===== config.mk =====
export PLATFORM = sky130hd
export DESIGN_NAME = cpi_pixel_packer_flat
export DESIGN_NICKNAME = d
export VERILOG_FILES = /design/src/rtl/cpi_pixel_packer_if.sv /design/src/rtl/cpi_pixel_packer.sv /design/src/flat_wrapper.sv
export SDC_FILE = /design/constraint.sdc
export NUM_CORES = 1
export LEC_CHECK = 0
export ABC_AREA = 1
export BUFFER_PORTS_ARGS = -buffer_cell sky130_fd_sc_hd__buf_2
export CAP_MARGIN = 20
export CORE_MARGIN = 2
export CORE_UTILIZATION = 40
export DETAILED_ROUTE_END_ITERATION = 12
export HOLD_SLACK_MARGIN = 0.05
export PLACE_DENSITY = 0.64
export SLEW_MARGIN = 20
export SYNTH_ARGS = -nofsm -noshare
export SYNTH_HDL_FRONTEND = slang
export SYNTH_SLANG_ARGS = --single-unit
export TNS_END_PERCENT = 10

===== constraint.sdc =====
create_clock -name sys_clk_i -period 6.51 [get_ports sys_clk_i]
set_clock_uncertainty 0.1 [all_clocks]
set_input_delay 0.651 -clock sys_clk_i [delete_from_list [all_inputs] [get_ports sys_clk_i]]
set_output_delay 0.651 -clock sys_clk_i [all_outputs]
set_load 0.01 [all_outputs]

===== src/rtl/cpi_pixel_packer_if.sv =====
// ---------------------------------------------------------------------------
// cpi_pixel_packer_if
// Word bus between the CPI pixel packer and the uDMA RX linear channel.
//   data_rx_data_o     [31:0]  packed little-endian word (packer -> channel)
//   data_rx_valid_o            word available            (packer -> channel)
//   data_rx_datasize_o [1:0]   transfer size, 2'b10      (packer -> channel)
//   data_rx_ready_i            channel accepts the word  (channel -> packer)
// Modports: master = packer side, slave = RX channel side.
// ---------------------------------------------------------------------------
interface cpi_pixel_packer_if;
  logic [31:0] data_rx_data_o;
  logic        data_rx_valid_o;
  logic [1:0]  data_rx_datasize_o;
  logic        data_rx_ready_i;

  modport master (
    output data_rx_data_o,
    output data_rx_valid_o,
    output data_rx_datasize_o,
    input  data_rx_ready_i
  );

  modport slave (
    input  data_rx_data_o,
    input  data_rx_valid_o,
    input  data_rx_datasize_o,
    output data_rx_ready_i
  );
endinterface


===== src/rtl/cpi_pixel_packer.sv =====
// ---------------------------------------------------------------------------
// cpi_pixel_packer
// Packs a synchronised camera pixel stream into 32-bit little-endian words,
// with frame delimiting, partial-word flush at end of frame and a small word
// FIFO for elasticity. The camera cannot be stalled, so dropped words set a
// sticky overflow flag instead.
//
// Ports:
//   sys_clk_i, rst_i      clock, asynchronous active-high reset
//   pix_data_i [9:0]      pixel sample, qualified by pix_valid_i
//   pix_valid_i           pixel present this cycle
//   sof_i / eof_i         first / last pixel of frame
//   cfg_en_i              packer enable (0 forces IDLE)
//   cfg_format_i [1:0]    0: [7:0], 1: [9:2], 2: 16-bit zero-extended, 3: as 0
//   cfg_clr_i             clears overflow_o (a simultaneous set wins)
//   rx                    word bus (master modport) toward the RX channel
//   frame_evt_o           one-cycle pulse after each accepted end of frame
//   overflow_o            sticky word-drop flag
//   frame_pix_cnt_o[23:0] pixels of current frame (only with CPI_PACKER_STATS_EN)
//
// Optional feature macro: CPI_PACKER_STATS_EN
// ---------------------------------------------------------------------------
module cpi_pixel_packer #(
  parameter int FIFO_DEPTH = 4,
  parameter int DATA_WIDTH = 10
) (
  input  logic                  sys_clk_i,
  input  logic                  rst_i,
  input  logic [DATA_WIDTH-1:0] pix_data_i,
  input  logic                  pix_valid_i,
  input  logic                  sof_i,
  input  logic                  eof_i,
  input  logic                  cfg_en_i,
  input  logic [1:0]            cfg_format_i,
  input  logic                  cfg_clr_i,
  cpi_pixel_packer_if.master    rx,
  output logic                  frame_evt_o,
`ifdef CPI_PACKER_STATS_EN
  output logic [23:0]           frame_pix_cnt_o,
`endif
  output logic                  overflow_o
);

  localparam int PTR_W = $clog2(FIFO_DEPTH);

  typedef enum logic [1:0] {S_IDLE, S_WAIT_SOF, S_ACTIVE} state_t;

  state_t       state_q, state_d;
  logic [1:0]   fmt_q, fmt_d;
  logic [31:0]  acc_q, acc_d;
  logic [1:0]   lane_q, lane_d;
  logic         evt_q, evt_d;
  logic         ovf_q, ovf_d;
  logic [PTR_W:0] wr_ptr_q, wr_ptr_d, rd_ptr_q, rd_ptr_d;
  logic [31:0]  mem_q [FIFO_DEPTH];

  // Pixel acceptance: start opens a frame (also restarts on a missing EOF),
  // cont appends to the running frame.
  logic start, cont, take;
  assign start = cfg_en_i && pix_valid_i && sof_i &&
                 (state_q == S_WAIT_SOF || state_q == S_ACTIVE);
  assign cont  = cfg_en_i && pix_valid_i && !sof_i && (state_q == S_ACTIVE);
  assign take  = start || cont;

  logic [1:0]  fmt_eff;
  logic        is16;
  logic [1:0]  lane_base;
  logic [31:0] acc_base;
  logic [15:0] lane_val;
  logic [4:0]  shift;
  logic [31:0] word;
  logic        full_word;
  logic        push, pop, push_ok, fifo_empty, fifo_full;

  // ---------------- state register ----------------
  always_ff @(posedge sys_clk_i or posedge rst_i) begin
    if (rst_i) begin
      state_q  <= S_IDLE;
      fmt_q    <= 2'd0;
      acc_q    <= 32'd0;
      lane_q   <= 2'd0;
      evt_q    <= 1'b0;
      ovf_q    <= 1'b0;
      wr_ptr_q <= '0;
      rd_ptr_q <= '0;
      for (int i = 0; i < FIFO_DEPTH; i++) mem_q[i] <= 32'd0;
    end else begin
      state_q  <= state_d;
      fmt_q    <= fmt_d;
      acc_q    <= acc_d;
      lane_q   <= lane_d;
      evt_q    <= evt_d;
      ovf_q    <= ovf_d;
      wr_ptr_q <= wr_ptr_d;
      rd_ptr_q <= rd_ptr_d;
      if (push_ok) mem_q[wr_ptr_q[PTR_W-1:0]] <= word;
    end
  end

  // ---------------- next-state logic ----------------
  always_comb begin
    state_d = state_q;
    if (!cfg_en_i) begin
      state_d = S_IDLE;
    end else begin
      case (state_q)
        S_IDLE:     state_d = S_WAIT_SOF;
        S_WAIT_SOF,
        S_ACTIVE:   if (take) state_d = eof_i ? S_WAIT_SOF : S_ACTIVE;
        default:    state_d = S_IDLE;
      endcase
    end
  end

  // ---------------- datapath / outputs ----------------
  always_comb begin
    // A new frame uses the format presented with its SOF pixel; mid-frame
    // format changes are ignored until then.
    fmt_eff   = start ? ((cfg_format_i == 2'd3) ? 2'd0 : cfg_format_i) : fmt_q;
    is16      = (fmt_eff == 2'd2);
    lane_base = start ? 2'd0 : lane_q;
    acc_base  = start ? 32'd0 : acc_q;
    case (fmt_eff)
      2'd1:    lane_val = {8'd0, pix_data_i[9:2]};
      2'd2:    lane_val = {6'd0, pix_data_i};
      default: lane_val = {8'd0, pix_data_i[7:0]};
    endcase
    shift     = is16 ? {lane_base[0], 4'd0} : {lane_base, 3'd0};
    word      = acc_base | ({16'd0, lane_val} << shift);
    full_word = is16 ? lane_base[0] : (lane_base == 2'd3);
    push      = take && (full_word || eof_i);

    fmt_d  = fmt_q;
    acc_d  = acc_q;
    lane_d = lane_q;
    evt_d  = 1'b0;
    if (!cfg_en_i || state_q == S_IDLE) begin
      acc_d  = 32'd0;
      lane_d = 2'd0;
    end else if (take) begin
      fmt_d = fmt_eff;
      evt_d = eof_i;
      if (push) begin
        acc_d  = 32'd0;
        lane_d = 2'd0;
      end else begin
        acc_d  = word;
        lane_d = lane_base + 2'd1;
      end
    end

    // FIFO with an extra wrap bit on each pointer to tell full from empty.
    fifo_empty = (wr_ptr_q == rd_ptr_q);
    fifo_full  = (wr_ptr_q[PTR_W] != rd_ptr_q[PTR_W]) &&
                 (wr_ptr_q[PTR_W-1:0] == rd_ptr_q[PTR_W-1:0]);
    pop        = !fifo_empty && rx.data_rx_ready_i;
    // A push into a full FIFO still fits if the head leaves in the same cycle.
    push_ok    = push && (!fifo_full || pop);
    wr_ptr_d   = wr_ptr_q + (PTR_W+1)'(push_ok);
    rd_ptr_d   = rd_ptr_q + (PTR_W+1)'(pop);

    if (push && !push_ok) ovf_d = 1'b1;
    else if (cfg_clr_i)   ovf_d = 1'b0;
    else                  ovf_d = ovf_q;
  end

  assign rx.data_rx_data_o     = mem_q[rd_ptr_q[PTR_W-1:0]];
  assign rx.data_rx_valid_o    = !fifo_empty;
  assign rx.data_rx_datasize_o = 2'b10;
  assign frame_evt_o           = evt_q;
  assign overflow_o            = ovf_q;

`ifdef CPI_PACKER_STATS_EN
  logic [23:0] cnt_q, cnt_d;
  always_ff @(posedge sys_clk_i or posedge rst_i) begin
    if (rst_i) cnt_q <= 24'd0;
    else       cnt_q <= cnt_d;
  end
  always_comb begin
    cnt_d = cnt_q;
    if (start)                             cnt_d = 24'd1;
    else if (cont && cnt_q != 24'hFFFFFF)  cnt_d = cnt_q + 24'd1;
  end
  assign frame_pix_cnt_o = cnt_q;
`endif

endmodule


===== src/flat_wrapper.sv =====
// flat-port wrapper written by rule: the top's interface ports become plain ports
module cpi_pixel_packer_flat 
#(
  parameter int FIFO_DEPTH = 4,
  parameter int DATA_WIDTH = 10
)
  (sys_clk_i, rst_i, pix_data_i, pix_valid_i, sof_i, eof_i, cfg_en_i, cfg_format_i, cfg_clr_i, frame_evt_o, overflow_o, rx_data_rx_data_o, rx_data_rx_valid_o, rx_data_rx_datasize_o, rx_data_rx_ready_i);
  cpi_pixel_packer_if rx_i ();
  input  logic sys_clk_i;
  input  logic rst_i;
  input  logic [DATA_WIDTH-1:0] pix_data_i;
  input  logic pix_valid_i;
  input  logic sof_i;
  input  logic eof_i;
  input  logic cfg_en_i;
  input  logic [1:0] cfg_format_i;
  input  logic cfg_clr_i;
  output logic frame_evt_o;
  output logic overflow_o;
  output wire logic [$bits(rx_i.data_rx_data_o)-1:0] rx_data_rx_data_o;
  output wire logic [$bits(rx_i.data_rx_valid_o)-1:0] rx_data_rx_valid_o;
  output wire logic [$bits(rx_i.data_rx_datasize_o)-1:0] rx_data_rx_datasize_o;
  input wire logic [$bits(rx_i.data_rx_ready_i)-1:0] rx_data_rx_ready_i;
  assign rx_data_rx_data_o = rx_i.data_rx_data_o;
  assign rx_data_rx_valid_o = rx_i.data_rx_valid_o;
  assign rx_data_rx_datasize_o = rx_i.data_rx_datasize_o;
  assign rx_i.data_rx_ready_i = rx_data_rx_ready_i;
  cpi_pixel_packer #(.FIFO_DEPTH(FIFO_DEPTH), .DATA_WIDTH(DATA_WIDTH)) u_core (.sys_clk_i(sys_clk_i), .rst_i(rst_i), .pix_data_i(pix_data_i), .pix_valid_i(pix_valid_i), .sof_i(sof_i), .eof_i(eof_i), .cfg_en_i(cfg_en_i), .cfg_format_i(cfg_format_i), .cfg_clr_i(cfg_clr_i), .rx(rx_i), .frame_evt_o(frame_evt_o), .overflow_o(overflow_o));
endmodule

==> results of run 1 <==
-- final timing paths --
kind / start / endpoint / slack [ns] / cells after the start
worst max-delay path: u_core.state_q[1]$_DFFE_PP0P_ / u_core.mem_q[95]$_DFFE_PP0P_ / 2.83 / 14
worst min-delay path: rst_i / u_core.mem_q[24]$_DFFE_PP0P_ / 0.11 / 2
worst max register to register: u_core.state_q[1]$_DFFE_PP0P_ / u_core.mem_q[95]$_DFFE_PP0P_ / 2.83 / 14
worst min register to register: u_core.mem_q[64]$_DFFE_PP0P_ / u_core.mem_q[64]$_DFFE_PP0P_ / 0.38 / 2
max in group asynchronous: rst_i / u_core.mem_q[54]$_DFFE_PP0P_ / 5.15 / 3
min in group sys_clk_i: cfg_clr_i / u_core.overflow_o$_DFFE_PP0P_ / 0.30 / 2
-- cell type report --
type                    count  area share (%)
clock buffers              21           4.841
flip-flops and latches    174           45.79
multi-input cells         838           37.60
clock inverters            11           2.473
inverters                  41           1.671
repair buffers             66           4.078
well taps                 270           3.552
-- flip-flops by register name, indices dropped and copies added (netlist names) --
name and flops:
u_core.acc_q 32, u_core.fmt_q 2, u_core.frame_evt_o 1, u_core.lane_q 2, u_core.mem_q 128, u_core.overflow_o 1, u_core.rd_ptr_q 3, u_core.state_q 2
u_core.wr_ptr_q 3
-- power breakdown --
group	switching (mW)	internal (mW)
Combinational	0.772	0.345
Clock	0.434	0.778
Sequential	0.0464	1.15
Total	1.25	2.27
-- cell families after synthesis --
| group | Yosys count | synth area share [%] |
|---|---|---|
| buf+inv | 101 | 5.107 |
| xor+xnor | 4 | 0.4193 |
| simple gates | 689 | 32.23 |
| other cells | 2 | 0.08989 |
| fa+ha+maj | 10 | 1.498 |
| flops | 174 | 52.12 |
| compound gates | 133 | 8.537 |
-- synthesized netlist by cell type, types with 3 or more instances --
library cell	n	area [um2]
a21oi_1	3	15.01
buf_2	32	160.2
clkbuf_1	26	97.59
dfrtp_1	174	4354
ha_1	10	125.1
inv_1	40	150.1
nand2_1	578	2170
nand2_2	3	18.77
nand3_1	20	100.1
nand4_1	4	25.02
nor2_1	74	277.8
nor2_4	5	56.30
o21ai_0	78	390.4
o21ai_1	14	70.07
o22ai_1	37	231.5
xor2_1	4	35.03
-- metal layers --
layer	up-vias	global-route usage, %	wire [um]
li1	3526	-	-
met1	3523	30.89	10320
met3	24	4.233	1410
met2	241	35.25	10920
met5	-	0	0
met4	0	6.048	342
-- through the flow --
step | total power [mW] | hold slack [ns]
after floorplan | 1.928 | 0.3437
after global placement | 2.338 | 0.3569
after global routing | 3.717 | 0.1412
final | 3.526 | 0.1065
after detailed placement | 2.336 | 0.3597
after CTS | 3.549 | 0.1192
==> flow_metrics.tcl, run 1 <==
set metrics [dict create \
    preCtsSetupSlack_ns 2.854 \
    postCtsResizedCells 0 \
    first_global_vias 7049 \
    cts_sinks 174 \
    crit_arrival_ns 3.96 \
    synth.avg_cell_area_um2 7.506 \
    area_growth_syn_to_layout_pct 13.85 \
    cp-start-kind "flop" \
    cp-end-kind "flop" \
    layout.nets 1168 \
    n_antenna_cell 0 \
    die_h_um 148.5 \
    synth_area_um2 8354 \
    htreeDepth 4 \
    clockRootBuffer "clkbuf_16" \
    synthesis.nets 1143 \
    layout-drive-gt1-share_pct 9.904 \
    clk_path_buf_depth 2 \
    fin_crit_ns 3.683 \
    holdBufCountCts 0 \
    drt_iter0_drc 575 \
    clk_latency_ns 0.44 \
    post-route-period-util_pct 56.57 \
    cp_common_cell "nand2_1" \
    worst_path_max_delay_cell "o21ai_0" \
    peakVddDrop_mv 0.2928 \
    hpwl_um 13040 \
    fillers 2015 \
    rsz0062_at_grt "false" \
    worst_slew_margin_rel_pct 27.61 \
    syn-instance-count 1113 \
    fin_area_um2 9512 \
    grt_max_degree 81 \
    tightest_slew_ns 1.083 \
    critPathTopFamily "simple AND/OR/NAND/NOR gates" \
    seq_area_um2 4355 \
    synth-main-ff-cell "dfrtp_1" \
    drc 0 \
    critical-path-max-stage-delay_ns 0.56 \
    tns_ns 0 \
    cts_setup_buffers 0 \
    synthArstFlopShare_pct 100.0 \
    synth-edff-count 0 \
    final_cell_mix "nand2_1, dfrtp_1, o21ai_0" \
    dp.cells 1387 \
    wire_per_inst_um 16.18 \
    dpl_cell_area_um2 8773 \
    pin_count 57 \
    grt_overflow 0 \
    path_clk_slew_ns 0.07 \
    route.vias.total 7314 \
    viasPerCell 5.147 \
    die_x_um 148.5 \
    ant_nets 0 \
    leakage_nw 5.256 \
    dieArea_um2 22060 \
    io_buffers 54 \
    cts_tree "built" \
    synth_cell_type_count 24 \
    holdCritPathClass "primary input to async pin" \
    initial_utilization_pct 41.02 \
    setup_slack_ns 2.827 \
    critPathRequiredTime_ns 6.79 \
    multiInputGateArea_um2 3576 \
    cp.buffers_inverters 2 \
    cts_buffers 17 \
    antenna_found_initial 0 \
    critical_path_class "flop to flop" \
    max-cap-violations 0 \
    place_congestion 0.8058 \
    final_common_cell "nand2_1" \
    rows 52 \
    status "finished, final reports clean" \
    cp_cell_sequence "inv_1 -> ha_1 -> nand2_2 -> inv_2 -> nand2_2 -> nand2_1 -> nand2_2 -> ha_1 -> nor2_1 -> o21ai_0 -> nand2_1 -> o21ai_0 -> nand2_1 -> nand2_1" \
    detail_route.wirelength_um 22990 \
    fin_cells 1421 \
    synth_seq_area_share_pct 52.12 \
    ys_ff_latch 174 \
    grt_usage_pct 22.05 \
    fmax_mhz 271.5 \
    core_area_um2 20360 \
    crit_fanout 33 \
    synth_warnings 0 \
    powerDensity_nw_per_um2 370.7 \
    slew_violations 0 \
    fin_util_pct 46.71 \
    setup_viol 0 \
    grt_pass1_wl_um 37690 \
    hold_viol 0 \
    first_pass_iters 7 \
]
No activity file was read; power rests on OpenSTA's default activity.
==> inputs of run 2 (changes only) <==
Settings changed: PLACE_DENSITY 0.64 to 0.66.
Clock period 6.51 ns to 3.3 ns, I/O delays scaled along.
==> run 2 against run 1 <==
Effect of this change: combinational power increased by 100%; global-route usage decreased by 0.23 points; power increased by 91%.
==> flow_metrics.tcl, run 2 (synthesis results as in run 1) <==
set metrics [dict create \
    status "finished, final reports clean" \
    hold_viol 0 \
    fin_area_um2 9573 \
    max-cap-violations 0 \
    hold_path_depth 3 \
    hpwl_um 13600 \
    cp_cell_sequence "inv_1 -> ha_1 -> nand2_2 -> o21ai_0 -> nand2_2 -> ha_1 -> inv_1 -> nand2_1 -> o22ai_1 -> nand2_1 -> o21ai_1 -> nand2_1 -> nand2_1" \
    post-route-period-util_pct 92.76 \
    n_antenna_cell 0 \
    clk_latency_ns 0.43 \
    die_h_um 148.5 \
    worst_slew_margin_rel_pct 33.82 \
    initial_utilization_pct 41.02 \
    cp_common_cell "nand2_1" \
    leakage_nw 5.297 \
    fin_util_pct 47.01 \
    io_buffers 54 \
    grt_pass1_wl_um 37710 \
    dieArea_um2 22060 \
    final_cell_mix "nand2_1, dfrtp_1, o21ai_0" \
    clockRootBuffer "clkbuf_16" \
    final_common_cell "nand2_1" \
    drc 0 \
    largest_reg_flops 128 \
    reg2reg_depth 13 \
    tns_ns 0 \
    fin_crit_ns 3.061 \
    grt_max_degree 79 \
    peakVddDrop_mv 0.7336 \
    critical-path-max-stage-delay_ns 0.45 \
    cts_setup_buffers 0 \
    worst_path_max_delay_cell "o22ai_1" \
    setup_viol 0 \
    first_global_vias 7097 \
    critical_path_class "flop to flop" \
    drt_iter0_drc 526 \
    viasPerCell 5.157 \
    fin_cells 1435 \
    crit_fanout 7 \
    tightest_slew_ns 0.9927 \
    wire_per_inst_um 16.07 \
    route.vias.total 7400 \
    place_congestion 0.8750 \
    cts_buffers 17 \
    antenna_found_initial 0 \
    top_regs "u_core.mem_q: 128 flops, u_core.acc_q: 32 flops" \
    cp-end-kind "flop" \
    crit_arrival_ns 3.33 \
    core_area_um2 20360 \
    cts_tree "built" \
    layout.nets 1182 \
    critPathRequiredTime_ns 3.56 \
    path_clk_slew_ns 0.07 \
    clk_path_buf_depth 2 \
    cp-start-kind "flop" \
    grt_overflow 0 \
    area_growth_syn_to_layout_pct 14.59 \
    ant_nets 0 \
    rows 52 \
    layout-drive-gt1-share_pct 10.90 \
    die_x_um 148.5 \
    first_pass_iters 5 \
    regMostFlops "u_core.mem_q" \
    powerDensity_nw_per_um2 704.7 \
    cts_sinks 174 \
    dpl_cell_area_um2 8925 \
    fmax_mhz 326.7 \
    dp.cells 1401 \
    htreeDepth 4 \
    holdCritPathClass "primary input to flop" \
    detail_route.wirelength_um 23060 \
    rsz0062_at_grt "true" \
    pin_count 57 \
    grt_usage_pct 21.82 \
    slew_violations 0 \
]
## run 2: cell types whose count changed in the layout (fill, tap and decap cells not counted), moves of 2 or more
cell / delta
buf_4: +10
buf_12: +4
bufinv_16: -4
clkbuf_8: +2
clkinv_2: +2
clkinv_4: +2
dlygate4sd3_1: +2
## run 2: area by class of cell
cell class                      count  area [um2]
Clock buffer                       22       484.2
Clock inverter                     10       135.1
Fill cell                        2011       10790
Inverter                           41       157.7
Multi-Input combinational cell    838        3582
Sequential cell                   174        4355
Tap cell                          270       337.8
Timing Repair Buffer               80       520.5
## run 2: path summary, 6_finish.rpt
kind	start	end	slack, ns
max in group asynchronous	rst_i	u_core.mem_q[60]$_DFFE_PP0P_	1.70
min in group asynchronous	rst_i	u_core.mem_q[47]$_DFFE_PP0P_	0.24
worst min register to register	u_core.mem_q[49]$_DFFE_PP0P_	u_core.mem_q[49]$_DFFE_PP0P_	0.37
worst max register to register	u_core.state_q[1]$_DFFE_PP0P_	u_core.mem_q[122]$_DFFE_PP0P_	0.24
worst min-delay path	eof_i	u_core.frame_evt_o$_DFF_PP0_	0.10
worst max-delay path	u_core.state_q[1]$_DFFE_PP0P_	u_core.mem_q[122]$_DFFE_PP0P_	0.24
## run 2: metrics by stage
step	total power, mW	setup WS, ns	hold slack, ns
after floorplan	3.803	0.6453	0.3386
after global placement	4.640	0.3019	0.1266
after detailed placement	4.660	0.2406	0.1273
after CTS	6.777	0.1919	0.09557
after global routing	7.120	-0.01533	0.1206
final	6.746	0.2389	0.1018
## run 2: worst max-delay path, delay by kind of cell (launching register included)
kind | cells | cell delay (ns)
AOI/OAI and AO/OA | 3 | 1.04
DFF | 1 | 0.37
buffers and inverters | 2 | 0.17
adders and majority gates | 2 | 0.66
and+or+nand+nor | 6 | 0.66
## run 2: what timing repair did
action / in CTS / in global routing
hold endpoints to repair: 8 / 0
resized for setup: 0 / 3
hold buffers: 2 / 0
endpoints found under the setup margin: 0 / 26
## run 2: power breakdown
group          internal (mW)  switching, mW  total (mW)
logic                  0.725           1.55        2.28
clock network           1.27          0.842        2.11
registers               2.27         0.0868        2.36
## run 2: per-layer routing
| layer | GRT usage [%] | part of all wire, % |
|---|---|---|
| met1 | 31.72 | 46 |
| met2 | 33.96 | 47 |
| met3 | 3.926 | 6.5 |
| met4 | 5.524 | 1.1 |
| met5 | 0 | 0 |
==> inputs of run 3 (changes only) <==
--- a/config.mk
+++ b/config.mk
@@ -7,3 +7,2 @@
 export LEC_CHECK = 0
-export ABC_AREA = 1
 export BUFFER_PORTS_ARGS = -buffer_cell sky130_fd_sc_hd__buf_2
--- a/constraint.sdc
+++ b/constraint.sdc
@@ -4,2 +4,2 @@
 set_output_delay 0.33 -clock sys_clk_i [all_outputs]
-set_load 0.01 [all_outputs]
+set_load 0.1 [all_outputs]
==> run 3 against run 2 <==
Effect of this change: setup slack worse by 0.11 ns; die area down 1.8%; count of clock-buffer cells in the layout down 3; register-to-register slack worse by 0.11 ns; critical path depth unchanged; highest routed layer unchanged; first-iteration DRC count down 56%; sequential share of layout area up 0.33 points; cell area down 0.72%.
==> flow_metrics.tcl, run 3 <==
set metrics [dict create \
    dp.cells 881 \
    r2r-end "u_core.mem_q[92]$_DFFE_PP0P_" \
    synthTopCellsByCount "dfrtp_1, mux2_2, a22o_1, mux2_4, o2bb2ai_1" \
    synth_seq_area_share_pct 53.11 \
    pin_count 57 \
    ys_ff_latch 174 \
    worstHoldStart "cfg_en_i" \
    syn-instance-count 569 \
    ys_top_cells_by_area "dfrtp_1, mux4_2, mux2_4" \
    antenna_found_initial 0 \
    clockRootBuffer "clkbuf_16" \
    grt_usage_pct 19.10 \
    fin_crit_ns 3.172 \
    top_regs "u_core.mem_q: 128 flops, u_core.acc_q: 32 flops" \
    clk_path_buf_depth 2 \
    viasPerCell 5.619 \
    reg2reg_slack_ns 0.13 \
    hpwl_um 12990 \
    max-cap-violations 0 \
    drt_iter0_drc 229 \
    crit_arrival_ns 3.38 \
    setup_viol 0 \
    fin_area_um2 9504 \
    fin_cells 915 \
    cts_buffers 17 \
    synth-main-ff-cell "dfrtp_1" \
    synth_area_um2 8198 \
    dpl_cell_area_um2 8801 \
    cts_sinks 174 \
    io_buffers 54 \
    core_area_um2 20170 \
    area_growth_syn_to_layout_pct 15.93 \
    cp-end-kind "flop" \
    rsz0062_at_grt "false" \
    initial_utilization_pct 40.65 \
    rows 52 \
    drc 0 \
    final_cell_mix "dfrtp_1, buf_2, mux2_2" \
    synthesis.nets 599 \
    layout.nets 662 \
    grt_overflow 0 \
    n_antenna_cell 0 \
    synth_cell_type_count 50 \
    leakage_nw 4.522 \
    yosysTopAreaCell "dfrtp_1" \
    fin_total_pwr_mw 6.556 \
    largest_reg_flops 128 \
    cts_tree "built" \
    peakVddDrop_mv 0.3796 \
    grt_max_degree 57 \
    place_congestion 0.8407 \
    tightest_slew_ns 0.9058 \
    slew_violations 0 \
    netlist.area_leader.share_pct 53.11 \
    worst_slew_margin_rel_pct 39.49 \
    first_pass_iters 6 \
    synth.avg_cell_area_um2 14.41 \
    grt_pass1_wl_um 31890 \
    min_to "u_core.state_q[0]$_DFFE_PP0P_" \
    timing.hold.ws_ns 0.1029 \
    cp-start-kind "flop" \
    path_clk_slew_ns 0.07 \
    dieArea_um2 21660 \
    detail_route.wirelength_um 19500 \
    setup_slack_ns 0.1284 \
    synth-edff-count 0 \
    holdCritPathClass "primary input to flop" \
    layout-drive-gt1-share_pct 39.69 \
    final_common_cell "dfrtp_1" \
    route.vias.total 5141 \
    critical_path_class "flop to flop" \
    crit_fanout 9 \
    critPathRequiredTime_ns 3.51 \
    reg2reg_depth 13 \
    tns_ns 0 \
    status "finished, final reports clean" \
    synth_warnings 0 \
    ant_nets 0 \
    htreeDepth 4 \
    hold_viol 0 \
    die_h_um 147.2 \
    cts_setup_buffers 0 \
    die_x_um 147.2 \
    hold_path_depth 3 \
    clk_latency_ns 0.43 \
    first_global_vias 5629 \
    synthArstFlopShare_pct 100.0 \
    preCtsSetupSlack_ns -0.005965 \
    regMostFlops "u_core.mem_q" \
    fin_util_pct 47.12 \
    post-route-period-util_pct 96.11 \
    powerDensity_nw_per_um2 689.9 \
    synth_most_common_cell "dfrtp_1" \
    timing.rr.start "u_core.state_q[0]$_DFFE_PP0P_" \
    fmax_mhz 315.3 \
    wire_per_inst_um 21.31 \
]
-- run 3: cell type report --
type | count | area (um2)
Clock inverter | 13 | 187.7
Timing Repair Buffer | 83 | 546.8
Multi-Input combinational cell | 348 | 3600
Inverter | 8 | 33.78
Sequential cell | 174 | 4355
Fill cell | 1777 | 10670
Clock buffer | 19 | 442.9
Tap cell | 270 | 337.8
-- run 3: worst max-delay path, stage by stage (launching register included) --
cell and delay (ns):
dfrtp_1 0.40, inv_1 0.16, ha_4 0.24, nand4_1 0.07
buf_4 0.17, nor2_1 0.08, a21oi_1 0.17, inv_1 0.06
ha_1 0.33, or2_4 0.30, a22o_2 0.29, nor2b_1 0.15
o21a_1 0.21, mux2_1 0.30
-- run 3: where the power goes --
part	switching, mW	internal (mW)
Sequential	0.138	2.30
Clock	0.848	1.29
Combinational	1.31	0.677
-- run 3: logic make-up (layout without fill, tap and decap cells) --
family | count (synthesis) | count (layout) | share of synthesized area [%]
other cells | 2 | 2 | 0.09161
flops | 174 | 174 | 53.11
xor+xnor | 5 | 5 | 0.6259
fa+ha+maj | 10 | 10 | 1.526
mux | 129 | 129 | 23.95
compound gates | 127 | 127 | 11.74
simple gates | 75 | 75 | 5.388
buf+inv | 47 | 123 | 3.571
-- run 3: worst max path at each step --
stage | startpoint | end | slack, ns | cells after the start
after floorplan | u_core.state_q[1]$_DFFE_PP0P_ | u_core.mem_q[91]$_DFFE_PP0P_ | -0.10 | 14
after global placement | u_core.state_q[1]$_DFFE_PP0P_ | u_core.mem_q[91]$_DFFE_PP0P_ | 0.17 | 12
after detailed placement | u_core.state_q[0]$_DFFE_PP0P_ | u_core.mem_q[104]$_DFFE_PP0P_ | -0.006 | 13
after CTS | u_core.state_q[0]$_DFFE_PP0P_ | u_core.mem_q[92]$_DFFE_PP0P_ | 0.007 | 13
after global routing | u_core.state_q[0]$_DFFE_PP0P_ | u_core.mem_q[93]$_DFFE_PP0P_ | 0.02 | 13
final | u_core.state_q[0]$_DFFE_PP0P_ | u_core.mem_q[92]$_DFFE_PP0P_ | 0.13 | 13
-- run 3: routing by layer --
layer,wire [um],share of wire [%],up-vias,track usage [%]
met5,0,0,-,0
met4,444,2.3,0,7.019
met3,838,4.3,32,3.509
met2,9885,51,126,32.45
met1,8333,43,2713,24.56
li1,-,-,2270,-
-- run 3: repair_timing --
item                                    in CTS  in global routing
endpoints found under the hold margin       37                  0
hold buffers                                 2                  0
endpoints found under the setup margin       4                143
resized for setup                            1                 12
